==> config.mk <==
export PLATFORM = sky130hd
export DESIGN_NAME = psum_writeback
export DESIGN_NICKNAME = d
export VERILOG_FILES = /design/src/rtl/psum_wb_pkg.sv /design/src/rtl/psum_wb_addr_cnt.sv /design/src/rtl/psum_writeback.sv
export SDC_FILE = /design/constraint.sdc
export NUM_CORES = 1
export LEC_CHECK = 0
export ABC_AREA = 1
export BUFFER_PORTS_ARGS = -buffer_cell sky130_fd_sc_hd__buf_4
export CORE_MARGIN = 8
export CORE_UTILIZATION = 52
export DETAILED_ROUTE_END_ITERATION = 10
export GPL_ROUTABILITY_DRIVEN = 0
export HOLD_SLACK_MARGIN = 0.02
export PLACE_DENSITY_LB_ADDON = 0.05
export SLEW_MARGIN = 20
export SYNTH_ARGS = -nofsm -noshare
export SYNTH_HDL_FRONTEND = slang
export SYNTH_SLANG_ARGS = --single-unit
==> constraint.sdc <==
create_clock -name clk -period 5.5 [get_ports clk]
set_input_delay 0.825 -clock clk [delete_from_list [all_inputs] [get_ports clk]]
set_output_delay 0.825 -clock clk [all_outputs]
set_load 0.05 [all_outputs]
==> src/rtl/psum_wb_pkg.sv <==
// Shared types and constants for the psum writeback block.
// The stall counter is built only when PSUM_WB_STALL_CNT_EN is defined.
package psum_wb_pkg;

    localparam int COL     = 8;
    localparam int PSUM_BW = 16;
    localparam int ADDR_W  = 11;

    // The SRAM strobes are active-low.
    localparam logic SRAM_EN  = 1'b0;
    localparam logic SRAM_DIS = 1'b1;

    typedef enum logic [1:0] {
        IDLE,
        DRAIN,
        FLUSH,
        DONE
    } state_e;

endpackage

==> src/rtl/psum_wb_addr_cnt.sv <==
// Loadable wrap-around write address counter.
// It also tracks issued/remaining words and flags the last word.
module psum_wb_addr_cnt
    import psum_wb_pkg::*;
#(
    parameter int addr_w = ADDR_W
) (
    input  logic              clk,
    input  logic              reset,
    input  logic              load,
    input  logic [addr_w-1:0] base_addr,
    input  logic [addr_w:0]   num_words,
    input  logic              inc,
    output logic [addr_w-1:0] wr_addr,
    output logic              more,
    output logic              last
);

    localparam logic [addr_w-1:0] ADDR_ONE = {{(addr_w-1){1'b0}}, 1'b1};
    localparam logic [addr_w:0]   CNT_ONE  = {{addr_w{1'b0}}, 1'b1};

    logic [addr_w-1:0] wr_addr_q, wr_addr_d;
    logic [addr_w:0]   issued_q, issued_d;
    logic [addr_w:0]   remaining_q, remaining_d;

    always_comb begin
        // NOTE: every _d gets a default first so no path infers a latch.
        wr_addr_d   = wr_addr_q;
        issued_d    = issued_q;
        remaining_d = remaining_q;
        if (load) begin
            wr_addr_d   = base_addr;
            remaining_d = num_words;
            issued_d    = '0;
        end else if (inc) begin
            wr_addr_d = wr_addr_q + ADDR_ONE;   // wraps modulo 2^addr_w
            issued_d  = issued_q + CNT_ONE;
        end
    end

    always_ff @(posedge clk) begin
        // NOTE: non-blocking assignments so every flop sees pre-edge values.
        if (reset) begin
            wr_addr_q   <= '0;
            issued_q    <= '0;
            remaining_q <= '0;
        end else begin
            wr_addr_q   <= wr_addr_d;
            issued_q    <= issued_d;
            remaining_q <= remaining_d;
        end
    end

    assign wr_addr = wr_addr_q;
    assign more    = (issued_q != remaining_q);
    assign last    = ((issued_q + CNT_ONE) == remaining_q);

endmodule

==> src/rtl/psum_writeback.sv <==
// Drains OFIFO psum words into the psum SRAM at auto-incrementing addresses.
// Optional stall_cycles port/counter: define PSUM_WB_STALL_CNT_EN.
module psum_writeback
    import psum_wb_pkg::*;
#(
    parameter int col     = COL,
    parameter int psum_bw = PSUM_BW,
    parameter int addr_w  = ADDR_W
) (
    input  logic                   clk,
    input  logic                   reset,
    input  logic                   start,
    input  logic [addr_w-1:0]      base_addr,
    input  logic [addr_w:0]        num_words,
    input  logic                   ofifo_valid,
    input  logic [col*psum_bw-1:0] ofifo_dout,
    output logic                   ofifo_rd,
    output logic                   sram_cen,
    output logic                   sram_wen,
    output logic [addr_w-1:0]      sram_addr,
    output logic [col*psum_bw-1:0] sram_din,
    output logic                   busy,
`ifdef PSUM_WB_STALL_CNT_EN
    output logic [15:0]            stall_cycles,
`endif
    output logic                   done
);

    state_e                 state_q, state_d;
    logic                   sram_cen_q, sram_cen_d;
    logic                   sram_wen_q, sram_wen_d;
    logic [addr_w-1:0]      sram_addr_q, sram_addr_d;
    logic [col*psum_bw-1:0] sram_din_q, sram_din_d;
    logic                   busy_q, busy_d;
    logic                   done_q, done_d;

    logic              load;
    logic              pop;
    logic              cnt_more;
    logic              cnt_last;
    logic [addr_w-1:0] wr_addr;

    assign load = (state_q == IDLE) && start;
    // Combinational pop: the FIFO head is captured at the same edge it is popped.
    assign pop  = (state_q == DRAIN) && ofifo_valid && cnt_more;

    psum_wb_addr_cnt #(.addr_w(addr_w)) u_addr_cnt (
        .clk       (clk),
        .reset     (reset),
        .load      (load),
        .base_addr (base_addr),
        .num_words (num_words),
        .inc       (pop),
        .wr_addr   (wr_addr),
        .more      (cnt_more),
        .last      (cnt_last)
    );

    always_comb begin
        state_d     = state_q;
        sram_cen_d  = SRAM_DIS;
        sram_wen_d  = SRAM_DIS;
        sram_addr_d = sram_addr_q;
        sram_din_d  = sram_din_q;
        unique case (state_q)
            IDLE: begin
                if (start) state_d = (num_words == '0) ? DONE : DRAIN;
            end
            DRAIN: begin
                if (pop) begin
                    sram_cen_d  = SRAM_EN;
                    sram_wen_d  = SRAM_EN;
                    sram_addr_d = wr_addr;
                    sram_din_d  = ofifo_dout;
                    if (cnt_last) state_d = FLUSH;
                end
            end
            FLUSH:   state_d = DONE;
            DONE:    state_d = IDLE;
            default: state_d = IDLE;
        endcase
        busy_d = (state_d == DRAIN) || (state_d == FLUSH);
        done_d = (state_d == DONE);
    end

    always_ff @(posedge clk) begin
        if (reset) begin
            state_q     <= IDLE;
            sram_cen_q  <= SRAM_DIS;
            sram_wen_q  <= SRAM_DIS;
            sram_addr_q <= '0;
            sram_din_q  <= '0;
            busy_q      <= 1'b0;
            done_q      <= 1'b0;
        end else begin
            state_q     <= state_d;
            sram_cen_q  <= sram_cen_d;
            sram_wen_q  <= sram_wen_d;
            sram_addr_q <= sram_addr_d;
            sram_din_q  <= sram_din_d;
            busy_q      <= busy_d;
            done_q      <= done_d;
        end
    end

`ifdef PSUM_WB_STALL_CNT_EN
    logic [15:0] stall_q, stall_d;

    always_comb begin
        stall_d = stall_q;
        if (load)
            stall_d = '0;
        else if ((state_q == DRAIN) && !ofifo_valid && (stall_q != 16'hFFFF))
            stall_d = stall_q + 16'd1;
    end

    always_ff @(posedge clk) begin
        if (reset) stall_q <= '0;
        else       stall_q <= stall_d;
    end

    assign stall_cycles = stall_q;
`endif

    assign ofifo_rd  = pop;
    assign sram_cen  = sram_cen_q;
    assign sram_wen  = sram_wen_q;
    assign sram_addr = sram_addr_q;
    assign sram_din  = sram_din_q;
    assign busy      = busy_q;
    assign done      = done_q;

endmodule

Word level (Yosys, flattened, before mapping)

Cells that the tools add are included.

Add/sub/neg operators: 2
Equal/unequal tests: 8
Mux-type cells: 8
Bitwise gates (word level): 1
Reductions and logical operators: 10

Operator list:

| kind                  | number |
|---|---|
| $mux 11               | 2 |
| $add 12x1->12 const B | 1 |
| $eq 12x12->1          | 1 |
| $logic_not 12->1      | 1 |
| $ne 12x12->1          | 1 |
| $add 11x1->11 const B | 1 |
| $eq 2x2->1 const B    | 4 |
| $mux 2                | 4 |
| $pmux 2 s4            | 1 |
| $eq 2x1->1 const B    | 2 |
| $reduce_or 2->1       | 2 |
| $logic_and 1x1->1     | 3 |
| $logic_not 2->1       | 1 |
| $reduce_and 2->1      | 1 |
| $reduce_bool 2->1     | 1 |
| $logic_or 1x1->1      | 1 |
| $mux 1                | 1 |
| $not 1->1             | 1 |

Bits in registers: 179
Input port bits: 155
Logic and storage cells: 38

Longest topological paths before layout

Gate-level depths: netlist of the first run.

Depth in word-level cells: 7
Depth in mapped cells: 15

Hierarchy

A second synthesis of the first run with hierarchy kept.

Cells, all modules: 950
Area total of the unflattened synthesis: 7040.5 sq um

By module, submodules not included:

| module           | instances | cells an instance | area an instance (sq um) | seq. area each (sq um) |
|---|---|---|---|---|
| psum_writeback   | 1         | 645               | 5068.6                   | 2882.8 |
| psum_wb_addr_cnt | 1         | 305               | 1971.9                   | 700.7 |

Least setup slack after synthesis of the first run

Ideal clock, no wire load.

Kind: input to output
From: in ofifo_valid
To: out ofifo_rd
Arrival time: 1.534 ns
Required time: 4.675 ns
Slack: 3.141 ns
Cell stages on the path: 6
Path buffers: 2
Cells stage by stage: inv_1 nor2_1 nand2_4 inv_2 buf_6 buf_6

Longest elaborated chain between the ends: 2

RTL lines:

| element                        | line                 | RTL |
|---|---|---|
| start, declared                | psum_writeback.sv:15 | `input logic ofifo_valid,` |
| $logic_and 1x1->1 (2 in a row) | psum_writeback.sv:45 | `assign pop = (state_q == DRAIN) && ofifo_valid && cnt_more;` |
| end, declared                  | psum_writeback.sv:17 | `output logic ofifo_rd,` |

No other way between the ends.

Worst setup path after layout of the first run

From: reg u_addr_cnt.issued_q[3]
To: out ofifo_rd

Longest elaborated chain between the ends: 2

RTL lines:

| element                | line                   | RTL |
|---|---|---|
| start, declared        | psum_wb_addr_cnt.sv:23 | `logic [addr_w:0] issued_q, issued_d;` |
| start signal, assigned | psum_wb_addr_cnt.sv:49 | `issued_q <= issued_d;` |
| $ne 12x12->1           | psum_wb_addr_cnt.sv:55 | `assign more = (issued_q != remaining_q);` |
| $logic_and 1x1->1      | psum_writeback.sv:45   |  |

No other way between the ends.

==> qor.yml, run 1 <==
status: "finished, final reports clean"
rsz0062_at_grt: "false"
maxCapViolations: 0
diodes: 0
relSlewSlack_pct: 40.9
critPathLaunch: "u_addr_cnt.issued_q[3]"
maxSlewViolCount: 0
endpoint_kind: "primary output"
max_stage_delay_ps: 540
power.leakage_uw: 0.00444
worst_path_max_delay_cell: "nand2_4"
drtAntennaViolNets: 0
grt_max_degree: 79
r2r_end: "u_addr_cnt.wr_addr[3]"
p_int_uw: 2270
antenna_found_initial: 0
seqPwrFrac_pct: 43.9
syn_inst: 956
power.total_uw: 3290
cts_resized: 0
grt_pass1_vias: 6501
wirelength_um: 22200
viasPerCell: 5.04
r2r_cells: 10
arrival_ps: 2740
synth.avg_cell_area_um2: 7.44
cts_root_buf: "clkbuf_16"
ios: 299
cts_setup_buffers: 0
ys.flop_type: "dfxtp_1"
fin_skew_ps: 10.0
routed-via-count: 7094
dp_hpwl_um: 16100
ys_seq_elements: 179
die_w_um: 133
die_h_um: 133
cpMostUsedCell: "nand2_1"
tightest_slew_ps: 886
min-delay-path-class: "reg -> reg"
grt.total_usage_pct: 24.2
hold_violations: 0
pwr-share-comb_pct: 22.6
final_critical_path_setup_slack_ps: 1940
numCtsBuffers: 17
pwr-share-clk_pct: 33.5
synth_cell_types: 38
crit_family: "simple AND/OR/NAND/NOR gates"
peakVddDrop_uv: 210
core_area_um2: 13300
gr-total-overflow: 0
power.switching_uw: 1020
fin_crit_sh_pct: 64.7
fin_nets: 1379
swShare_pct: 31.0
drc_errors: 0
fmax_mhz: 281
final_util_pct: 73.5
clock_path_buffers: 2
period_needed_ps: 3560
drt_iter0_markers: 471
ys_seq_area_share_pct: 50.4
grt_pass1_wl_um: 34300
rows: 42
dpl_worst_slack_ps: 2100
wl_per_cell_um: 15.8
nFillCells: 1134
cp_num_cells: 8
reg2reg_from: "u_addr_cnt.issued_q[3]"
async_reset_ff_share_pct: 0
netlist_area_um2: 7120
clk_pin_slew_worst_paths_ps: 60
ys_warn_count: 0
cts_tree: "yes"
required_ps: 4680
cts.sinks: 179
firstDrtPassIters: 5
ctsHoldBuffers: 0
path_max_fanout: 72
r2r_slack_ps: 2360
critPathKind: "reg -> out"
drive_gt1_share_pct: 27.8
hold_depth: 2
setup-tns-final_ps: 0
critical_path.cell_chain: "nand2_1 > nand2_1 > nand2_1 > nor2_1 > nand3_2 > nand2_4 > inv_4 > buf_4"
layout_common_cells: "buf_4 (303), nor2_1 (299), dfxtp_1 (179), o21ai_0 (155), nand2_1 (101)"
powerDensity_nw_per_um2: 337
start_kind: "flip-flop"
io_buffers: 298
final_common_cell: "buf_4"
syn_nets: 1114
die_area_um2: 17700
clk_latency_ps: 420
synth_edf_count: 0
initial_core_util_pct: 53.5
crit_end: "ofifo_rd"
setup_viol: 0
critical_path_buf_inv_count: 2
h-tree-depth: 4
area_growth_pct: 37.3
how the worst min path moves through the flow:
stage / end / from
6_report: u_addr_cnt.remaining_q[5] / u_addr_cnt.remaining_q[5]
5_1_grt: u_addr_cnt.remaining_q[7] / u_addr_cnt.remaining_q[7]
4_1_cts: u_addr_cnt.remaining_q[0] / u_addr_cnt.remaining_q[0]
3_5_place_dp: sram_addr[0] / sram_addr[0]
3_3_place_gp: u_addr_cnt.remaining_q[5] / u_addr_cnt.remaining_q[5]
2_1_floorplan: u_addr_cnt.remaining_q[0] / u_addr_cnt.remaining_q[0]
area by class of cell:
class                   instances  area [µm²]  share of cell area [%]
clock buffers                  25         465                    4.76
well taps                     176         220                    2.25
multi-input cells             674        3000                    30.7
flip-flops and latches        179        3580                    36.7
repair buffers                303        2270                    23.3
inverters                      46         176                    1.81
clock inverters                 5        55.1                   0.563
logic make-up after synthesis:
family	synth area share (%)
and+or+nand+nor	25.0
AOI/OAI and AO/OA	15.8
DFF	50.4
buffers and inverters	7.58
xor gates and xnor gates	0.738
adders and majority gates	0.527
power by group through the flow:
stage	Clock [µW]	Combinational, µW	Sequential (µW)
detailed placement	0	747	1470
global route	1170	800	1460
global placement	0	739	1470
floorplan	0	242	1720
CTS	1120	750	1450
finish	1100	745	1450
synthesized netlist by cell type, types with 2 or more instances:
cell      number  area (µm²)
a31oi_1        4        25.0
dfxtp_1      179        3580
xor2_1         4        35.0
nand4_1        5        31.3
nor3_1         4        20.0
buf_4         13        97.6
a21oi_1       34         170
nand3_1       22         110
o21ai_1       17        85.1
nor2_2         2        12.5
a211oi_1       3        22.5
nor4_1         2        12.5
nand2_1      102         383
o21ai_0      155         776
buf_2         11        55.1
xnor2_1        2        17.5
inv_1         42         158
clkbuf_1      20        75.1
ha_1           3        37.5
inv_2          4        15.0
nor2_1       299        1120
buf_6         12         135
nand3b_1       2        15.0
tightest hold or removal path: stages (launching register included):
cell	delay [ps]
dfxtp_1	310
inv_1	60
a21oi_1	50
routing by layer:
metal	part of all wire, %	global-route usage [%]
met3	8.5	7.27
met5	0	0
met4	2.6	11.0
met2	49	40.4
met1	40	27.8
registers in the layout, indices dropped and copies added, names as in the netlist, 2 cells and up:
register	count
sram_addr	11
u_addr_cnt.wr_addr	11
u_addr_cnt.remaining_q	12
u_addr_cnt.issued_q	12
sram_din	128
state_q	2
stage by stage:
stage          area (µm²)  std cells  hold slack, ps
2_1_floorplan        7120        956             444
3_3_place_gp         9250       1378             457
3_5_place_dp         9250       1378             463
4_1_cts              9770       1408             474
5_1_grt              9770       1408             491
6_report             9770       1408             470
Power figures use the tool's default switching activity.
==> inputs of run 2 (changes only) <==
ABC_AREA = 0   (was 1)
CORE_UTILIZATION = 48   (was 52)
clock period = 3.5 ns   (was 5.5 ns; I/O delays follow)
==> run 2 against run 1 <==
Flip-flop and latch count stayed put. Final cell count down 5.6%. Count of clock-buffer cells in the layout down 5. Total power up 49%. Largest power group unchanged. Final area down 0.90%. Highest routed layer unchanged.
==> qor.yml, run 2 <==
syn_nets: 1028
netlist_area_um2: 6960
ctsHoldBuffers: 0
initial_core_util_pct: 48.4
design_area_um2: 9680
syn_inst: 870
grt_pass1_vias: 6333
tightest_slew_ps: 774
routed-via-count: 6608
final_critical_path_setup_slack_ps: 840
drtAntennaViolNets: 0
place_area_um2: 9150
power.leakage_uw: 0.00397
cts.sinks: 179
ios: 299
area_growth_pct: 39.1
diodes: 0
fin_skew_ps: 10.4
h-tree-depth: 4
clk_pin_slew_worst_paths_ps: 70
synth.avg_cell_area_um2: 8.00
drt_iter0_markers: 436
hold_violations: 0
multi_input_area_um2: 3000
ys.flop_type: "dfxtp_1"
ys_warn_count: 0
reg2reg_from: "state_q[0]"
critPathKind: "reg -> out"
numCtsBuffers: 17
relSlewSlack_pct: 48.4
r2r_end: "u_addr_cnt.wr_addr[1]"
r2r_cells: 7
core_area_um2: 14400
dp_hpwl_um: 15100
use_met1_pct: 24.2
dpl_worst_slack_ps: 955
worst_path_max_delay_cell: "dfxtp_1"
min-delay-path-class: "in -> reg"
grt.total_usage_pct: 22.1
setup-tns-final_ps: 0
grt_pass1_wl_um: 32300
critical_path_buf_inv_count: 2
period_needed_ps: 2660
largest_reg_flops: 128
synth_edf_count: 0
critical_path.cell_chain: "xnor2_1 > nand3_1 > nor4_2 > or2_4 > inv_4 > buf_4"
drive_gt1_share_pct: 30.0
antenna_found_initial: 0
die_area_um2: 18600
busiest_layer: "met2"
synth_cell_types: 45
max_stage_delay_ps: 500
firstDrtPassIters: 4
status: "finished, final reports clean"
fmax_mhz: 376
synth.most_common_cell: "nand2_1"
die_h_um: 136
rows: 44
io_buffers: 298
critPathLaunch: "u_addr_cnt.issued_q[9]"
peakVddDrop_uv: 342
required_ps: 2970
hold_path_end: "sram_din[34]"
wirelength_um: 21300
yosysTopAreaCellShare_pct: 51.5
setup_viol: 0
viasPerCell: 4.97
path_max_fanout: 28
grt_max_degree: 165
layout_common_cells: "nand2_1 (318), buf_4 (303), dfxtp_1 (179), a21oi_1 (153), xnor2_1 (31)"
start_kind: "flip-flop"
final_common_cell: "nand2_1"
cts_tree: "yes"
worstHoldStart: "ofifo_dout[34]"
wl_per_cell_um: 16.1
synthTopCellsByCount: "nand2_1 (318), dfxtp_1 (179), a21oi_1 (153)"
cts_resized: 0
gr-total-overflow: 0
powerDensity_nw_per_um2: 508
hold_depth: 3
clock_path_buffers: 2
ys_seq_elements: 179
fin_crit_sh_pct: 76.0
async_reset_ff_share_pct: 0
grtUsageMet3_pct: 9.39
endpoint_kind: "primary output"
ys_top_cells_by_area: "dfxtp_1 (51%), nand2_1 (17%), a21oi_1 (11%)"
r2r_slack_ps: 930
arrival_ps: 2140
yosysTopAreaCell: "dfxtp_1"
fin_nets: 1290
regArea_um2: 3580
die_w_um: 136
nFillCells: 1296
ys_seq_area_share_pct: 51.5
cts_setup_buffers: 0
final_util_pct: 67.4
grt_use_met2_pct: 37.0
cts_root_buf: "clkbuf_16"
maxSlewViolCount: 0
crit_family: "simple AND/OR/NAND/NOR gates"
drc_errors: 0
clk_latency_ps: 420
rsz0062_at_grt: "false"
maxCapViolations: 0
-- run 2: cell count changes in the layout (fill, tap and decap cells not counted), moves of 13 or more --
cell	change
a21oi_1	+119
inv_1	-37
nand2_1	+217
nand3_1	-13
nor2_1	-275
o21ai_0	-151
o21ai_1	-17
xnor2_1	+29
-- run 2: worst max path at each step --
stage                             to  slack (ps)  cells after the start
6_report                    ofifo_rd         840                      6
5_1_grt                         busy         660                      8
4_1_cts                     ofifo_rd         840                      6
3_5_place_dp                    busy         950                      9
3_3_place_gp   u_addr_cnt.wr_addr[1]        1010                      7
2_1_floorplan                   busy        1230                      9
-- run 2: stage by stage --
step	hold slack (ps)	power, µW	instances
floorplan	441	2900	870
global placement	442	3240	1297
detailed placement	447	3250	1297
CTS	323	4960	1329
global route	325	5130	1329
finish	340	4920	1329
-- run 2: cells by family (layout without fill, tap and decap cells) --
family,count (synthesis),after routing,synth area share (%)
simple gates,403,403,23.9
mux,1,1,0.144
flops,179,179,51.5
fa+ha+maj,3,3,0.539
xor+xnor,34,34,4.28
compound gates,183,183,14.3
buf+inv,67,342,5.39
-- run 2: metal layers --
metal,up-vias,part of all wire [%]
met5,-,0
met4,0,2.2
met3,31,10
met2,240,49
met1,2943,39
li1,3394,-
-- run 2: cell type report --
cell class	instances	share of cell area, %
sequential	179	37.0
inverter	5	0.220
clock inverter	12	0.866
multi-input combinational	624	31.0
timing repair buffer	305	23.9
tap	184	2.38
clock buffer	20	4.61
-- run 2: power by group --
part           internal, µW  leakage, µW  switching [µW]
clock                   927     0.000260             788
combinational           340      0.00225             640
sequential             2150      0.00146            71.4
-- run 2: worst register-to-register path, delay by kind of cell, from the launching register on --
kind / cells / cell delay (ps)
and+or+nand+nor: 4 / 970
buffers and inverters: 2 / 890
AOI/OAI and AO/OA: 1 / 250
DFF: 1 / 370
==> inputs of run 3 (changes only) <==
ABC_AREA = 1   (was 0)
clock period = 2.7 ns   (was 3.5 ns; I/O delays follow)
==> run 3 against run 2 <==
Wire length rose by 3.7%. Combinational power rose by 55%. Worst setup slack got worse by 480 ps. Critical path type is now reg -> reg. Utilization rose by 0.89 points. Critical path depth rose by 4. Total power rose by 42%. Count of clock-buffer cells in the layout rose by 5. Die area rose by 2.0%.
==> qor.yml, run 3 (same netlist as run 1, synthesis figures left out) <==
maxCapViolations: 0
wl_per_cell_um: 15.6
ios: 299
die_w_um: 138
fin_crit_sh_pct: 86.8
min-delay-path-class: "in -> reg"
tightest_slew_ps: 777
grt.total_usage_pct: 22.2
dp.cells: 1390
period_needed_ps: 2340
status: "finished, final reports clean"
cts_setup_buffers: 0
r2r_cells: 10
die_area_um2: 19000
ctsHoldBuffers: 0
viasPerCell: 4.88
hold_violations: 0
nFillCells: 1318
relSlewSlack_pct: 48.2
worst_path_max_delay_cell: "buf_12"
routed-via-count: 6940
setup_viol: 0
diodes: 0
fin_skew_ps: 8.66
grt_pass1_wl_um: 33100
dp_hpwl_um: 15900
rsz0062_at_grt: "false"
maxSlewViolCount: 0
numCtsBuffers: 17
final_common_cell: "buf_4"
io_buffers: 298
clock_path_buffers: 2
power.leakage_uw: 0.00453
core_area_um2: 14500
gr-total-overflow: 0
drtAntennaViolNets: 0
rows: 44
cts.sinks: 179
peakVddDrop_uv: 466
layout_common_cells: "buf_4 (305), nor2_1 (299), dfxtp_1 (179), o21ai_0 (155), nand2_1 (102)"
path_max_fanout: 148
clk_pin_slew_worst_paths_ps: 70
wirelength_um: 22100
area_growth_pct: 39.5
critical_path.cell_chain: "xnor2_1 > nand2_1 > nor2_1 > nand3_2 > nand2_4 > buf_12 > nand2_1 > inv_1 > a21oi_1 > a21oi_1"
grt_max_degree: 149
critPathKind: "reg -> reg"
initial_core_util_pct: 49.0
arrival_ps: 2700
cts_tree: "yes"
start_kind: "flip-flop"
final_cells: 1422
powerDensity_nw_per_um2: 704
power.total_uw: 6990
fmax_mhz: 427
endpoint_kind: "flip-flop"
max_stage_delay_ps: 450
cts_resized: 0
drc_errors: 0
design_area_um2: 9920
firstDrtPassIters: 4
required_ps: 3060
antenna_found_initial: 0
place_area_um2: 9310
setup-tns-final_ps: 0
fin_nets: 1383
cts_root_buf: "clkbuf_16"
clk_latency_ps: 430
largest_reg_flops: 128
drt_iter0_markers: 392
h-tree-depth: 4
drive_gt1_share_pct: 28.4
die_h_um: 138
fin_hold_ws_ps: 215
grt_pass1_vias: 6375
hold_depth: 3
-- run 3: cell count changes in the layout (fill, tap and decap cells not counted), sizes merged, moves of 12 or more --
cell and change:
nor2 +278, nand2 -214, o21ai +169, a21oi -118, inv +38, xnor2 -29, nand3 +14, nor4 -12
-- run 3: critical path, delay by kind of cell, from the launching register on --
kind,cells,cell delay (ps)
simple gates,5,790
buf+inv,2,640
flops,1,420
xor+xnor,1,200
compound gates,2,190
-- run 3: through the flow --
stage / setup WS [ps] / utilization [%]
6_report: 356 / 68.3
2_1_floorplan: 815 / -
3_5_place_dp: 420 / 64.1
5_1_grt: 46.5 / 68.3
3_3_place_gp: 460 / 64.1
4_1_cts: 384 / 68.3
-- run 3: area by class of cell --
class	instances	area [µm²]	share of cell area, %
clock inverter	7	95.1	0.958
inverter	46	176	1.78
timing repair buffer	307	2330	23.5
tap	184	230	2.32
sequential	179	3580	36.1
clock buffer	25	515	5.19
multi-input combinational	674	2990	30.2
-- run 3: final timing paths --
kind / from / endpoint / slack (ps)
worst max-delay path: u_addr_cnt.issued_q[10] / u_addr_cnt.wr_addr[9] / 360
worst min-delay path: ofifo_dout[63] / sram_din[63] / 220
worst max register to register: u_addr_cnt.issued_q[10] / u_addr_cnt.wr_addr[9] / 360
worst min register to register: sram_addr[0] / sram_addr[0] / 470
-- run 3: power by group --
group	internal, µW	leakage, µW	switching [µW]
clock network	1510	0.000299	1010
registers	2830	0.00147	108
logic	521	0.00276	1000
total	4870	0.00453	2120
-- run 3: metal layers --
layer | part of all wire [%] | vias up | global-route usage, %
met2 | 50 | 199 | 37.9
met1 | 40 | 3108 | 25.7
met3 | 8.6 | 21 | 7.55
met5 | 0 | - | 0
met4 | 1.5 | 0 | 6.69
li1 | - | 3612 | -
